File: config.mk
export PLATFORM = sky130hd
export DESIGN_NAME = pwm_ramp_sequencer_flat
export DESIGN_NICKNAME = d
export VERILOG_FILES = /design/src/rtl/pwm_io_pkg.sv /design/src/rtl/pwm_ramp_sequencer_if.sv /design/src/rtl/pwm_tick_prescaler.sv /design/src/rtl/pwm_ramp_sequencer.sv /design/src/flat_wrapper.sv
export SDC_FILE = /design/constraint.sdc
export NUM_CORES = 1
export LEC_CHECK = 0
export BUFFER_PORTS_ARGS = -buffer_cell sky130_fd_sc_hd__buf_2
export CAP_MARGIN = 30
export CORE_UTILIZATION = 40
export DETAILED_ROUTE_END_ITERATION = 16
export PLACE_DENSITY = 0.53
export SETUP_SLACK_MARGIN = 0.15
export SYNTH_ARGS = -nofsm -noshare
export SYNTH_HDL_FRONTEND = slang
export SYNTH_SLANG_ARGS = --single-unit
File: constraint.sdc
create_clock -name CLK -period 9.03 [get_ports CLK]
set_input_delay 1.806 -clock CLK [delete_from_list [all_inputs] [get_ports CLK]]
set_output_delay 1.806 -clock CLK [all_outputs]
set_load 0.01 [all_outputs]
File: src/rtl/pwm_io_pkg.sv
`default_nettype none
// ============================================================================
//  Module   : pwm_io_pkg
//  Purpose  : Shared constants and types for the PWM ramp sequencer slice.
//             It holds the default channel count and widths, the channel index
//             width helper, and the sequencer FSM state encoding.
//  Revision : 1.0  initial release
// ============================================================================
package pwm_io_pkg;

    localparam int PWM_NUM_CH  = 4;
    localparam int PWM_DUTY_W  = 8;
    localparam int PWM_PRESC_W = 16;

    // The index width is kept at a minimum of 1 so that a channel
    // select port always exists.
    function automatic int ch_idx_w(input int n);
        return (n < 2) ? 1 : $clog2(n);
    endfunction

    localparam int PWM_CH_W = ch_idx_w(PWM_NUM_CH);

    typedef enum logic [0:0] {
        IDLE  = 1'b0,
        SWEEP = 1'b1
    } seq_state_t;

endpackage : pwm_io_pkg
`default_nettype wire

File: src/rtl/pwm_ramp_sequencer_if.sv
`default_nettype none
// ============================================================================
//  Module   : pwm_ramp_sequencer_if
//  Purpose  : Bundles the sequencer configuration inputs and the PWM register
//             bank write port.
//  Ports    : master - drives EN, cfg_*, rate_div; observes pwm_*, busy,
//                      settled, overrun (SPI decode side / testbench)
//             slave  - the sequencer itself
//  Revision : 1.0  initial release
// ============================================================================
interface pwm_ramp_sequencer_if
    import pwm_io_pkg::*;
#(
    parameter int NUM_CH  = PWM_NUM_CH,
    parameter int DUTY_W  = PWM_DUTY_W,
    parameter int PRESC_W = PWM_PRESC_W
);
    localparam int CH_W = ch_idx_w(NUM_CH);

    // configuration side
    logic                EN;
    logic                cfg_we;
    logic [CH_W-1:0]     cfg_ch;
    logic [DUTY_W-1:0]   cfg_target;
    logic [DUTY_W-1:0]   cfg_step;
    logic [PRESC_W-1:0]  rate_div;

    // PWM register bank write port and status
    logic                pwm_we;
    logic [CH_W-1:0]     pwm_ch;
    logic [DUTY_W-1:0]   pwm_duty;
    logic                busy;
    logic [NUM_CH-1:0]   settled;
    logic                overrun;

    modport master (
        output EN, cfg_we, cfg_ch, cfg_target, cfg_step, rate_div,
        input  pwm_we, pwm_ch, pwm_duty, busy, settled, overrun
    );

    modport slave (
        input  EN, cfg_we, cfg_ch, cfg_target, cfg_step, rate_div,
        output pwm_we, pwm_ch, pwm_duty, busy, settled, overrun
    );

endinterface : pwm_ramp_sequencer_if
`default_nettype wire

File: src/rtl/pwm_tick_prescaler.sv
`default_nettype none
// ============================================================================
//  Module   : pwm_tick_prescaler
//  Purpose  : Divides CLK down to the ramp tick. The counter runs 0..rate_div
//             while EN is high and pulses tick for one cycle when it reaches
//             rate_div. With EN low the counter holds its value.
//  Ports    : CLK, RST (async, active-high), EN, rate_div -> tick
//  Revision : 1.0  initial release
// ============================================================================
module pwm_tick_prescaler #(
    parameter int PRESC_W = 16
) (
    input  wire logic               CLK,
    input  wire logic               RST,
    input  wire logic               EN,
    input  wire logic [PRESC_W-1:0] rate_div,
    output logic                    tick
);

    logic [PRESC_W-1:0] count_q;
    logic [PRESC_W-1:0] count_d;

    always_comb begin
        count_d = count_q;
        tick    = 1'b0;
        if (EN) begin
            if (count_q == rate_div) begin
                tick    = 1'b1;
                count_d = '0;
            end else if (count_q > rate_div) begin
                // rate_div was lowered below the running count: restart the
                // period silently rather than emitting a spurious tick.
                count_d = '0;
            end else begin
                count_d = count_q + 1'b1;
            end
        end
    end

    always_ff @(posedge CLK or posedge RST) begin
        if (RST) begin
            count_q <= '0;
        end else begin
            count_q <= count_d;
        end
    end

endmodule : pwm_tick_prescaler
`default_nettype wire

File: src/rtl/pwm_ramp_sequencer.sv
`default_nettype none
// ============================================================================
//  Module   : pwm_ramp_sequencer
//  Purpose  : Holds per-channel target duty and step size and ramps each
//             channel's active duty toward its target once per prescaled tick.
//             Channels are serviced round-robin, one per cycle, over a single
//             registered write port into the PWM register bank.
//  Ports    : CLK           clock
//             RST           asynchronous reset, active-high
//             bus (slave)   EN, cfg_we/cfg_ch/cfg_target/cfg_step, rate_div in;
//                           pwm_we/pwm_ch/pwm_duty, busy, settled, overrun out
//  Revision : 1.0  initial release
// ============================================================================
module pwm_ramp_sequencer
    import pwm_io_pkg::*;
#(
    parameter int NUM_CH  = PWM_NUM_CH,
    parameter int DUTY_W  = PWM_DUTY_W,
    parameter int PRESC_W = PWM_PRESC_W
) (
    input  wire logic           CLK,
    input  wire logic           RST,
    pwm_ramp_sequencer_if.slave bus
);

    localparam int              CH_W     = ch_idx_w(NUM_CH);
    localparam logic [CH_W-1:0] LAST_IDX = CH_W'(NUM_CH - 1);

    // ------------------------------------------------------------------
    // State
    // ------------------------------------------------------------------
    seq_state_t          state_q,   state_d;
    logic [CH_W-1:0]     idx_q,     idx_d;
    logic                pending_q, pending_d;
    logic                overrun_q, overrun_d;
    logic                busy_q,    busy_d;
    logic [NUM_CH-1:0]   settled_q, settled_d;
    logic                pwm_we_q,  pwm_we_d;
    logic [CH_W-1:0]     pwm_ch_q,  pwm_ch_d;
    logic [DUTY_W-1:0]   pwm_duty_q, pwm_duty_d;

    logic [DUTY_W-1:0]   current_q [NUM_CH];
    logic [DUTY_W-1:0]   current_d [NUM_CH];
    logic [DUTY_W-1:0]   target_q  [NUM_CH];
    logic [DUTY_W-1:0]   target_d  [NUM_CH];
    logic [DUTY_W-1:0]   step_q    [NUM_CH];
    logic [DUTY_W-1:0]   step_d    [NUM_CH];

    logic                w_tick;

    // ------------------------------------------------------------------
    // Tick generation
    // ------------------------------------------------------------------
    pwm_tick_prescaler #(
        .PRESC_W (PRESC_W)
    ) u_prescaler (
        .CLK      (CLK),
        .RST      (RST),
        .EN       (bus.EN),
        .rate_div (bus.rate_div),
        .tick     (w_tick)
    );

    // ------------------------------------------------------------------
    // Ramp arithmetic for the channel under idx_q
    // ------------------------------------------------------------------
    logic [DUTY_W-1:0] w_cur;
    logic [DUTY_W-1:0] w_tgt;
    logic [DUTY_W-1:0] w_stp;
    logic [DUTY_W-1:0] w_next;
    logic [DUTY_W:0]   w_diff_up;
    logic [DUTY_W:0]   w_diff_dn;
    logic [DUTY_W:0]   w_step_x;
    logic              w_need;

    always_comb begin
        w_cur     = current_q[idx_q];
        w_tgt     = target_q[idx_q];
        w_stp     = step_q[idx_q];
        // One extra bit keeps the distance comparison free of wrap-around.
        w_diff_up = {1'b0, w_tgt} - {1'b0, w_cur};
        w_diff_dn = {1'b0, w_cur} - {1'b0, w_tgt};
        w_step_x  = {1'b0, w_stp};
        w_need    = (w_cur != w_tgt);

        if (w_stp == '0) begin
            w_next = w_tgt;
        end else if (w_tgt > w_cur) begin
            // distance > step guarantees cur + step < tgt, so no overflow
            w_next = (w_diff_up <= w_step_x) ? w_tgt : (w_cur + w_stp);
        end else begin
            // distance > step guarantees cur - step > tgt, so no underflow
            w_next = (w_diff_dn <= w_step_x) ? w_tgt : (w_cur - w_stp);
        end
    end

    // ------------------------------------------------------------------
    // Next-state logic
    // ------------------------------------------------------------------
    always_comb begin
        state_d    = state_q;
        idx_d      = idx_q;
        pending_d  = pending_q;
        overrun_d  = overrun_q;
        pwm_we_d   = 1'b0;
        pwm_ch_d   = pwm_ch_q;
        pwm_duty_d = pwm_duty_q;
        current_d  = current_q;
        target_d   = target_q;
        step_d     = step_q;

        // Config lands in the registered arrays; the decision for this
        // cycle already used the old contents through w_* above.
        if (bus.cfg_we) begin
            target_d[bus.cfg_ch] = bus.cfg_target;
            step_d[bus.cfg_ch]   = bus.cfg_step;
        end

        case (state_q)
            IDLE: begin
                if (w_tick || pending_q) begin
                    state_d   = SWEEP;
                    idx_d     = '0;
                    pending_d = 1'b0;
                end
            end

            SWEEP: begin
                if (w_need) begin
                    current_d[idx_q] = w_next;
                    pwm_we_d         = 1'b1;
                    pwm_ch_d         = idx_q;
                    pwm_duty_d       = w_next;
                end

                // Only one tick can be queued behind the running sweep.
                if (w_tick) begin
                    if (pending_q) begin
                        overrun_d = 1'b1;
                    end else begin
                        pending_d = 1'b1;
                    end
                end

                if (idx_q == LAST_IDX) begin
                    if (pending_q) begin
                        idx_d     = '0;
                        pending_d = 1'b0;
                    end else begin
                        state_d   = IDLE;
                    end
                end else begin
                    idx_d = idx_q + 1'b1;
                end
            end

            default: begin
                state_d = IDLE;
            end
        endcase

        busy_d = (state_d == SWEEP);

        for (int k = 0; k < NUM_CH; k++) begin
            settled_d[k] = (current_q[k] == target_q[k]);
        end
    end

    // ------------------------------------------------------------------
    // Registers
    // ------------------------------------------------------------------
    always_ff @(posedge CLK or posedge RST) begin
        if (RST) begin
            state_q    <= IDLE;
            idx_q      <= '0;
            pending_q  <= 1'b0;
            overrun_q  <= 1'b0;
            busy_q     <= 1'b0;
            settled_q  <= '1;
            pwm_we_q   <= 1'b0;
            pwm_ch_q   <= '0;
            pwm_duty_q <= '0;
            for (int k = 0; k < NUM_CH; k++) begin
                current_q[k] <= '0;
                target_q[k]  <= '0;
                step_q[k]    <= '0;
            end
        end else begin
            state_q    <= state_d;
            idx_q      <= idx_d;
            pending_q  <= pending_d;
            overrun_q  <= overrun_d;
            busy_q     <= busy_d;
            settled_q  <= settled_d;
            pwm_we_q   <= pwm_we_d;
            pwm_ch_q   <= pwm_ch_d;
            pwm_duty_q <= pwm_duty_d;
            current_q  <= current_d;
            target_q   <= target_d;
            step_q     <= step_d;
        end
    end

    assign bus.pwm_we   = pwm_we_q;
    assign bus.pwm_ch   = pwm_ch_q;
    assign bus.pwm_duty = pwm_duty_q;
    assign bus.busy     = busy_q;
    assign bus.settled  = settled_q;
    assign bus.overrun  = overrun_q;

endmodule : pwm_ramp_sequencer
`default_nettype wire

File: src/flat_wrapper.sv
// flat-port wrapper written by rule: the top's interface ports become plain ports
module pwm_ramp_sequencer_flat import pwm_io_pkg::*;
#(
    parameter int NUM_CH  = PWM_NUM_CH,
    parameter int DUTY_W  = PWM_DUTY_W,
    parameter int PRESC_W = PWM_PRESC_W
)
  (CLK, RST, bus_EN, bus_cfg_we, bus_cfg_ch, bus_cfg_target, bus_cfg_step, bus_rate_div, bus_pwm_we, bus_pwm_ch, bus_pwm_duty, bus_busy, bus_settled, bus_overrun);
  pwm_ramp_sequencer_if #(.NUM_CH(NUM_CH), .DUTY_W(DUTY_W), .PRESC_W(PRESC_W)) bus_i ();
  input  wire logic CLK;
  input  wire logic RST;
  input wire logic [$bits(bus_i.EN)-1:0] bus_EN;
  input wire logic [$bits(bus_i.cfg_we)-1:0] bus_cfg_we;
  input wire logic [$bits(bus_i.cfg_ch)-1:0] bus_cfg_ch;
  input wire logic [$bits(bus_i.cfg_target)-1:0] bus_cfg_target;
  input wire logic [$bits(bus_i.cfg_step)-1:0] bus_cfg_step;
  input wire logic [$bits(bus_i.rate_div)-1:0] bus_rate_div;
  output wire logic [$bits(bus_i.pwm_we)-1:0] bus_pwm_we;
  output wire logic [$bits(bus_i.pwm_ch)-1:0] bus_pwm_ch;
  output wire logic [$bits(bus_i.pwm_duty)-1:0] bus_pwm_duty;
  output wire logic [$bits(bus_i.busy)-1:0] bus_busy;
  output wire logic [$bits(bus_i.settled)-1:0] bus_settled;
  output wire logic [$bits(bus_i.overrun)-1:0] bus_overrun;
  assign bus_i.EN = bus_EN;
  assign bus_i.cfg_we = bus_cfg_we;
  assign bus_i.cfg_ch = bus_cfg_ch;
  assign bus_i.cfg_target = bus_cfg_target;
  assign bus_i.cfg_step = bus_cfg_step;
  assign bus_i.rate_div = bus_rate_div;
  assign bus_pwm_we = bus_i.pwm_we;
  assign bus_pwm_ch = bus_i.pwm_ch;
  assign bus_pwm_duty = bus_i.pwm_duty;
  assign bus_busy = bus_i.busy;
  assign bus_settled = bus_i.settled;
  assign bus_overrun = bus_i.overrun;
  pwm_ramp_sequencer #(.NUM_CH(NUM_CH), .DUTY_W(DUTY_W), .PRESC_W(PRESC_W)) u_core (.CLK(CLK), .RST(RST), .bus(bus_i));
endmodule
; Word-level counts from Yosys, hierarchy flattened
; Cells that the tools add are included.
[classes]
n_addsub = 6
magnitude_cmp = 8
eq_ne = 9
n_mux = 39
n_bitwise = 3
n_reduce_logical = 7
[ops]
columns = op, n
row1 = $bwmux W32, 3
row2 = $mux W8, 12
row3 = $bmux W8 S2, 3
row4 = $demux W8 S2, 2
row5 = $eq A8 B8 Y1, 4
row6 = $mux W16, 2
row7 = $le A9 B8 Y1, 2
row8 = $sub A8 B8 Y9, 2
row9 = $add A16 B1 Y16 const B, 1
row10 = $eq A16 B16 Y1, 1
row11 = $gt A16 B16 Y1, 1
row12 = $mux W1, 11
row13 = $add A8 B8 Y8, 1
row14 = $gt A8 B8 Y1, 1
row15 = $logic_not A8 Y1, 1
row16 = $ne A8 B8 Y1, 1
row17 = $sub A8 B8 Y8, 1
row18 = $ge A3 B3 Y1 const B, 2
row19 = $lt A3 B1 Y1 const B, 2
row20 = $mux W2, 3
row21 = $not A2 Y3, 2
row22 = $pmux W1 S2, 2
row23 = $pmux W2 S2, 1
row24 = $reduce_and A2 Y1, 2
row25 = other kinds (8), 9
[totals]
register_bits = 132
output_inout_bits = 17
word_cells = 93

; Depth between registers and ports, before layout
; Gate-level depths: netlist of the first run.
[logic_depth]
depth_word = 10
ltp_mapped = 25

; Hierarchy
; Synthesis of the first run repeated with hierarchy kept, for this count alone.
[unflattened]
cells_unflattened = 825
hier_area_um2 = 8580.7
[modules_own_cells]
columns = mod, n_inst, cells_each, area_each_um2, seq_area_each_um2
row1 = pwm_ramp_sequencer, 1, 667, 7255.7, 2907.8
row2 = pwm_tick_prescaler, 1, 158, 1325.0, 400.4

; Worst setup path before layout of the first run
; Ideal clock, no wire load.
[synth_timing]
kind = register to register
from = reg u_core.idx_q[0]
to = reg u_core.current_q[0] (netlist bit)
arrival_time_ps = 4930
t_required_ps = 8956
setup_slack_ps = 4026
path_stages_with_launch = 22
cell_sequence = dfrtp_1 > buf_6 > buf_2 > buf_2 > mux4_2 > inv_1 > ha_1 > a21o_1 > a21o_1 > a21oi_1 > o21bai_1 > a21o_1 > a21oi_1 > xnor2_1 > ha_1 > a21oi_1 > nand2_1 > o31a_1 > o21ai_1 > a21oi_4 > mux2_4 > o21ai_2
[synth_via]
elab_chain_cells = 10
word_cells_on_any_way = 30
classes_between = 4 x add/sub / 5 x order compare / 1 x eq/ne / 16 x mux / 1 x bitwise / 3 x reduce/logical
[synth_lines]
columns = element, line_no
row1 = start: declaration, pwm_ramp_sequencer.sv:33  ; logic [CH_W-1:0] idx_q, idx_d;
row2 = start signal: assignment, pwm_ramp_sequencer.sv:190  ; idx_q <= idx_d;
row3 = $not A2 Y3 (implied by the code) *, -
row4 = "$bmux W8 S2, on equally long branches", "pwm_ramp_sequencer.sv:77, pwm_ramp_sequencer.sv:78"
row5 = "$mux W8, on equally long branches (2 in a row)", "pwm_ramp_sequencer.sv:77, pwm_ramp_sequencer.sv:78"
row6 = "$sub A8 B8 Y9, on equally long branches", "pwm_ramp_sequencer.sv:82, pwm_ramp_sequencer.sv:81"
row7 = "$le A9 B8 Y1, on equally long branches", "pwm_ramp_sequencer.sv:93, pwm_ramp_sequencer.sv:90"
row8 = "$mux W8, on equally long branches", "pwm_ramp_sequencer.sv:93, pwm_ramp_sequencer.sv:90"
row9 = $mux W8, pwm_ramp_sequencer.sv:88  ; end else if (w_tgt > w_cur) begin
row10 = $mux W8, pwm_ramp_sequencer.sv:86  ; if (w_stp == '0) begin
row11 = $bwmux W32, pwm_ramp_sequencer.sv:130  ; current_d[idx_q] = w_next;
row12 = end signal: assignment, pwm_ramp_sequencer.sv:198  ; current_q <= current_d;
row13 = end: declaration, pwm_ramp_sequencer.sv:42  ; logic [DUTY_W-1:0] current_q [NUM_CH];
; Mark *: on every way between the ends. The rest lies on a longest branch, timed or not. The select of a mux whose other input is x is not followed.
; A chain may end at the register's enable or synchronous reset.

; Final worst setup path of the first run
[layout_timing]
from = reg u_core.idx_q[0]
to = reg u_core.current_q[30] (netlist bit)
; Same word-level chain as after synthesis.

==> results of run 1 <==
==> synth_stat cells (all sizes together), types with 2 or more instances <==
cell type | n | area, um2
or4 | 2 | 18.8
nor3 | 6 | 30.0
a22oi | 3 | 22.5
clkbuf | 19 | 71.3
inv | 63 | 236
a31oi | 5 | 31.3
o22ai | 8 | 50.1
o21a | 3 | 22.5
buf | 6 | 35.0
nand2b | 10 | 62.6
o221a | 3 | 33.8
nand2 | 74 | 278
mux2 | 66 | 747
dfstp | 4 | 105
a221oi | 3 | 26.3
nand4 | 15 | 93.8
o41ai | 3 | 26.3
o31ai | 3 | 22.5
xor2 | 8 | 70.1
nor2 | 21 | 95.1
o21ai | 70 | 369
fa | 4 | 80.1
mux2i | 3 | 30.0
ha | 66 | 826
a21o | 15 | 113
o211ai | 3 | 22.5
dfrtp | 128 | 3200
and2 | 2 | 12.5
xnor2 | 44 | 385
a21oi | 28 | 151
nor2b | 5 | 31.3
or3 | 3 | 18.8
a211o | 2 | 17.5
mux4 | 23 | 533
nand3 | 15 | 75.1
nand3b | 4 | 30.0
and3 | 7 | 43.8
o32ai | 3 | 48.8
o21bai | 4 | 30.0
==> layout by cell type, fill, tap and decap left out, types with 4 or more instances in the layout <==
cell,instances
a21o_1,15
o21bai_1,4
mux2_2,65
buf_4,5
and3_1,7
inv_1,62
xnor2_1,44
xor2_1,8
nand4_1,15
o21ai_2,5
fa_1,4
buf_2,54
bufinv_16,5
nand3b_1,4
nand2b_1,10
dfstp_2,4
nor2_1,20
a21oi_1,27
inv_6,4
nor3_1,6
nand3_1,15
clkbuf_16,17
dfrtp_1,128
o21ai_0,63
ha_1,66
a31oi_1,5
nor2b_1,5
o22ai_1,8
mux4_2,19
mux4_1,4
nand2_1,74
==> per-layer routing <==
metal	vias to the layer above	part of all wire (%)
met5	-	0
met4	0	3.2
met3	36	3.4
met2	117	48
met1	3015	46
li1	2851	-
==> per-stage QoR <==
stage / worst slack [ns] / cells / area, um2 / total power, mW
after detailed placement: 3.84 / 1065 / 8750 / 1.26
after floorplan: 3.70 / 764 / 8180 / 1.11
after global placement: 4.00 / 1063 / 8720 / 1.24
after global routing: 3.24 / 1097 / 9400 / 2.12
final: 3.77 / 1097 / 9400 / 2.01
after CTS: 3.80 / 1097 / 9400 / 2.03
==> final cells by class <==
class / count / area (um2) / area share (%)
multi-input combinational: 544 / 4540 / 48.2
sequential: 132 / 3310 / 35.2
clock buffer: 18 / 429 / 4.56
timing repair buffer: 61 / 338 / 3.59
tap: 265 / 332 / 3.53
inverter: 63 / 239 / 2.54
clock inverter: 14 / 223 / 2.37
==> registers in the layout (all words and copies together), names as in the netlist <==
signal / cells
u_core.current_q: 32
u_core.bus.pwm_we: 1
u_core.pending_q: 1
u_core.state_q: 1
u_core.bus.settled: 4
u_core.u_prescaler.count_q: 16
u_core.step_q: 32
u_core.bus.pwm_duty: 8
u_core.bus.overrun: 1
u_core.bus.pwm_ch: 2
u_core.target_q: 32
u_core.idx_q: 2
==> worst register-to-register path, stage by stage (launching register included) <==
cell	delay [ns]
dfrtp_1	0.35
buf_4	0.46
mux4_2	0.66
inv_1	0.23
ha_1	0.29
a21o_1	0.17
a21o_1	0.20
a21oi_1	0.16
o21bai_1	0.11
a21o_1	0.19
a21oi_1	0.16
xnor2_1	0.14
ha_1	0.27
a21oi_1	0.21
nand2_1	0.08
o31a_1	0.30
o21ai_1	0.40
a21oi_4	0.19
o22ai_1	0.38
o21ai_0	0.16
==> worst max path at each step <==
stage	start	end	slack [ns]
after detailed placement	u_core.idx_q[0]	u_core.current_q[30]	3.84
after global placement	u_core.idx_q[0]	u_core.current_q[17]	4.00
after CTS	u_core.idx_q[0]	u_core.current_q[22]	3.80
final	u_core.idx_q[0]	u_core.current_q[30]	3.77
after floorplan	RST	u_core.bus.overrun	3.70
after global routing	u_core.idx_q[0]	u_core.current_q[27]	3.24
==> kinds of logic after synthesis <==
group,count (synthesis)
flip-flops,132
multiplexers,92
AO/OA/AOI/OAI,163
buffers and inverters,88
adder cells (fa/ha/maj),70
AND/OR/NAND/NOR,167
XOR/XNOR,52
==> where the power goes <==
part | switching, mW | internal (mW)
Combinational | 0.299 | 0.238
Clock | 0.274 | 0.494
Sequential | 0.0518 | 0.656
Total | 0.625 | 1.39
==> flow_summary.toml, run 1 <==
[clocking]
cts_tree = "yes"
cts.clk_slew.worst_paths_ns = 0.06
numCtsBuffers = 17
clock_tree.buffer_depth = 2
cts.sinks = 132
cts_max_level = 4
cts_hold_buf = 0
clk_latency_ns = 0.42
root_buffer = "clkbuf_16"
postCtsSetupBuffers = 0
post_cts_resize_count = 0

[yosys]
yosys.cell_types.count = 58
synth_top_family_by_area = "multiplexers"
ys.flop_type = "dfrtp_1"
ys_ff_latch = 132
syn_inst = 764
synth_xor_area_share_pct = 5.57
synth-edff-count = 0
syn_avg_cell_area_um2 = 10.7
netlist_area_mm2 = 0.00818
synth-compound-area-share_pct = 12.8
seq_area_frac_synth_pct = 40.4
synthAdderAreaFrac_pct = 11.1
async_reset_ff_share_pct = 100
synth.area.mux_share_pct = 16.0
syn-num-nets = 872
yosysWarnings = 0
synth_simple_gate_area_share_pct = 9.89

[worst_hold_path]
hold_depth = 1
hold_end = "u_core.bus.overrun"
worstHoldStart = "u_core.bus.overrun"
holdCritPathClass = "flip-flop to flip-flop"

[grt]
use_met2_pct = 34.3
first_global_vias = 6344
grt_usage_pct = 20.7
gr-total-overflow = 0
antenna_found_initial = 0
top_usage_layer = "met2"
grt_start_max_net_pins = 72
use_met1_pct = 26.4
use_met3_pct = 3.68
grt_pass1_wl_um = 33800

[setup_path]
critPathRequiredTime_ns = 9.30
r2r-start = "u_core.idx_q[0]"
cpMaxStageDelayCell = "mux4_2"
arrival_ns = 5.53
crit_type = "flip-flop to flip-flop"
worstPathCellList = "buf_4, mux4_2, inv_1, ha_1, a21o_1, a21o_1, a21oi_1, o21bai_1, a21o_1, a21oi_1, xnor2_1, ha_1, a21oi_1, nand2_1, o31a_1, o21ai_1, a21oi_4, o22ai_1, o21ai_0"
crit_fanout = 26
critPathCaptureType = "flip-flop"
worstSetupStartpointType = "flip-flop"
critPathTopFamily = "compound AO/OA/AOI/OAI gates"
path_buf_inv = 2
worst-path-stages = 19
reg2reg_depth = 19
worst-r2r-setup-slack_ns = 3.77
slowest_delay_ns = 0.66
r2r-end = "u_core.current_q[30]"

[routing]
viasPerCell = 5.49
antenna_left = 0
via_count = 6019
drc = 0
wl_um = 20700
routedWlPerCell_um = 18.9
dr.pass1.iters = 5
initialDrtViolationCount = 272

[run_status]
outcome = "finished, final reports clean"

[pwr]
leakagePower_nw = 4.37
power_density_mw_per_mm2 = 214
vdd_drop_max_mv = 0.144

[flow_run]
max_cap_violations = 0

[place]
hpwl_um = 16100
gp_congestion = 0.884
numPortBuffers = 54

[timing]
finalSetupTns_ns = 0
tightest_slew_ns = 0.976
period_share_pct = 58.2
grt_setup_unrepaired = "no"
setup_viol = 0
timing.hold.ws_ns = 0.464
finalHoldViolCount = 0
finalCriticalPeriod_ns = 5.26
drv_slew = 0
skew_ns = 0.00784
relSlewSlack_pct = 34.7
clock.fmax_mhz = 190

[floorplanning]
start_util_pct = 41.4
die_w_um = 145
ios = 55
rows = 51
die_h_um = 145
fp.dieArea_mm2 = 0.0210
core_mm2 = 0.0198

[final_layout]
num-fill-cells = 1850
drive_gt1_share_pct = 23.8
nets = 927
antennaDiodeCount = 0
area_delta_synth_final_pct = 14.9
utilization_pct = 47.5
(Power assumes the default switching activity.)
==> inputs of run 2 (changes only) <==
PLACE_DENSITY = 0.55   (was 0.53)
clock period = 4.5 ns   (was 9.03 ns; I/O delays follow)
==> flow_summary.toml, run 2 (synthesis gave the netlist of run 1 again) <==
[floorplanning]
ios = 55
die_h_um = 145
fp.dieArea_mm2 = 0.0210
start_util_pct = 41.4
rows = 51
core_mm2 = 0.0198
die_w_um = 145

[clocking]
clk_latency_ns = 0.42
numCtsBuffers = 17
root_buffer = "clkbuf_16"
clock_tree.buffer_depth = 2
cts.clk_slew.worst_paths_ns = 0.06
cts.sinks = 132
cts_tree = "yes"
cts_hold_buf = 0
cts_max_level = 4

[final_layout]
top_regs = "u_core.current_q x32, u_core.step_q x32, u_core.target_q x32"
nets = 968
final_common_cell = "dfrtp_1"
final_cell_area_mm2 = 0.0101
antennaDiodeCount = 0
seqCellArea_mm2 = 0.00331
final_cell_mix = "127 x dfrtp_1, 74 x nand2_1, 65 x mux2_2"
num-fill-cells = 1789
drive_gt1_share_pct = 32.3
multi_input_area_mm2 = 0.00484
area_delta_synth_final_pct = 23.1

[grt]
first_global_vias = 6359
use_met2_pct = 36.4
gr-total-overflow = 0
grt_start_max_net_pins = 117
grt_usage_pct = 21.6
use_met3_pct = 4.06
top_usage_layer = "met2"
grt_pass1_wl_um = 34700
antenna_found_initial = 0
use_met1_pct = 27.7

[routing]
routedWlPerCell_um = 19.3
dr.pass1.iters = 4
initialDrtViolationCount = 331
drc = 0
viasPerCell = 5.44
via_count = 6189
antenna_left = 0
wl_um = 22000

[timing]
drv_slew = 0
finalCriticalPeriod_ns = 4.35
grt_setup_unrepaired = "yes"
period_share_pct = 96.7
tightest_slew_ns = 0.972
setup_viol = 0
finalHoldViolCount = 0
relSlewSlack_pct = 34.5
clock.fmax_mhz = 230
skew_ns = 0.0147

[place]
gp_congestion = 0.945
numPortBuffers = 54
dpl_cell_area_mm2 = 0.00902
hpwl_um = 16300

[run_status]
outcome = "finished, final reports clean"

[setup_path]
critPathCaptureType = "flip-flop"
worstSetupStartpointType = "flip-flop"
critPathRequiredTime_ns = 4.82
crit_start = "u_core.idx_q[0]"
crit_type = "flip-flop to flip-flop"
crit_fanout = 7
reg2reg_depth = 20
arrival_ns = 4.68
r2r-start = "u_core.idx_q[0]"

[pwr]
p_total_mw = 4.32
vdd_drop_max_mv = 0.268
power_density_mw_per_mm2 = 429
leakagePower_nw = 4.62

[worst_hold_path]
hold_depth = 1
worstHoldStart = "u_core.bus.overrun"
holdCritPathClass = "flip-flop to flip-flop"

[flow_run]
max_cap_violations = 0
run 2: worst max-delay path: stages, from the launching register on:
cell and delay (ns):
dfrtp_2 0.38, buf_12 0.14, mux4_2 0.56, inv_4 0.10, ha_4 0.21, a21o_1 0.17
a21o_1 0.18, a21oi_2 0.12, o21bai_1 0.09, a21o_1 0.18, a21oi_2 0.15, xnor2_1 0.14
ha_1 0.30, a21oi_2 0.17, nand2_1 0.07, o31a_1 0.33, o21a_4 0.30, a22oi_1 0.21
o22ai_2 0.13, buf_4 0.17, o21ai_0 0.16
run 2: repair_timing:
action,4_1_cts,5_1_grt
setup endpoints to repair,39,40
pin swaps,8,24
resized for setup,30,42
cloned,1,0
setup buffers,5,10
run 2: metal layers:
| layer | part of all wire [%] | wire, um |
|---|---|---|
| met1 | 43 | 9350 |
| met5 | 0 | 0 |
| met4 | 2.3 | 495 |
| met3 | 5.3 | 1160 |
| met2 | 50 | 10900 |
run 2: cell type report:
| type | instances | share of cell area, % |
|---|---|---|
| clock buffers | 18 | 4.36 |
| clock inverters | 14 | 1.98 |
| inverters | 63 | 2.41 |
| multi-input cells | 544 | 48.0 |
| flip-flops and latches | 132 | 32.9 |
| well taps | 265 | 3.29 |
| repair buffers | 102 | 7.09 |
run 2: through the flow:
stage / util (%) / setup TNS [ns] / setup WS [ns] / hold WS (ns) / std cells
2_1_floorplan: - / 0 / 0.169 / 0.470 / 764
3_3_place_gp: 45.4 / 0 / 0.0808 / 0.451 / 1088
3_5_place_dp: 45.6 / 0 / 0.0149 / 0.453 / 1090
4_1_cts: 49.8 / 0 / 0.151 / 0.471 / 1128
5_1_grt: 50.9 / -0.0148 / -0.00464 / 0.509 / 1138
6_report: 50.9 / 0 / 0.147 / 0.471 / 1138
run 2: final timing paths:
check / to / slack (ns)
max: u_core.current_q[15] / 0.15
min: u_core.bus.overrun / 0.47
max reg2reg: u_core.current_q[15] / 0.15
min reg2reg: u_core.bus.overrun / 0.47
max in group asynchronous: u_core.step_q[11] / 3.05
min in group asynchronous: u_core.bus.pwm_ch[0] / 0.49
run 2: power breakdown:
group	total [mW]	leakage (nW)	internal [mW]	switching (mW)
Clock	1.49	0.300	0.947	0.544
Combinational	1.41	2.65	0.665	0.740
Sequential	1.43	1.68	1.32	0.110
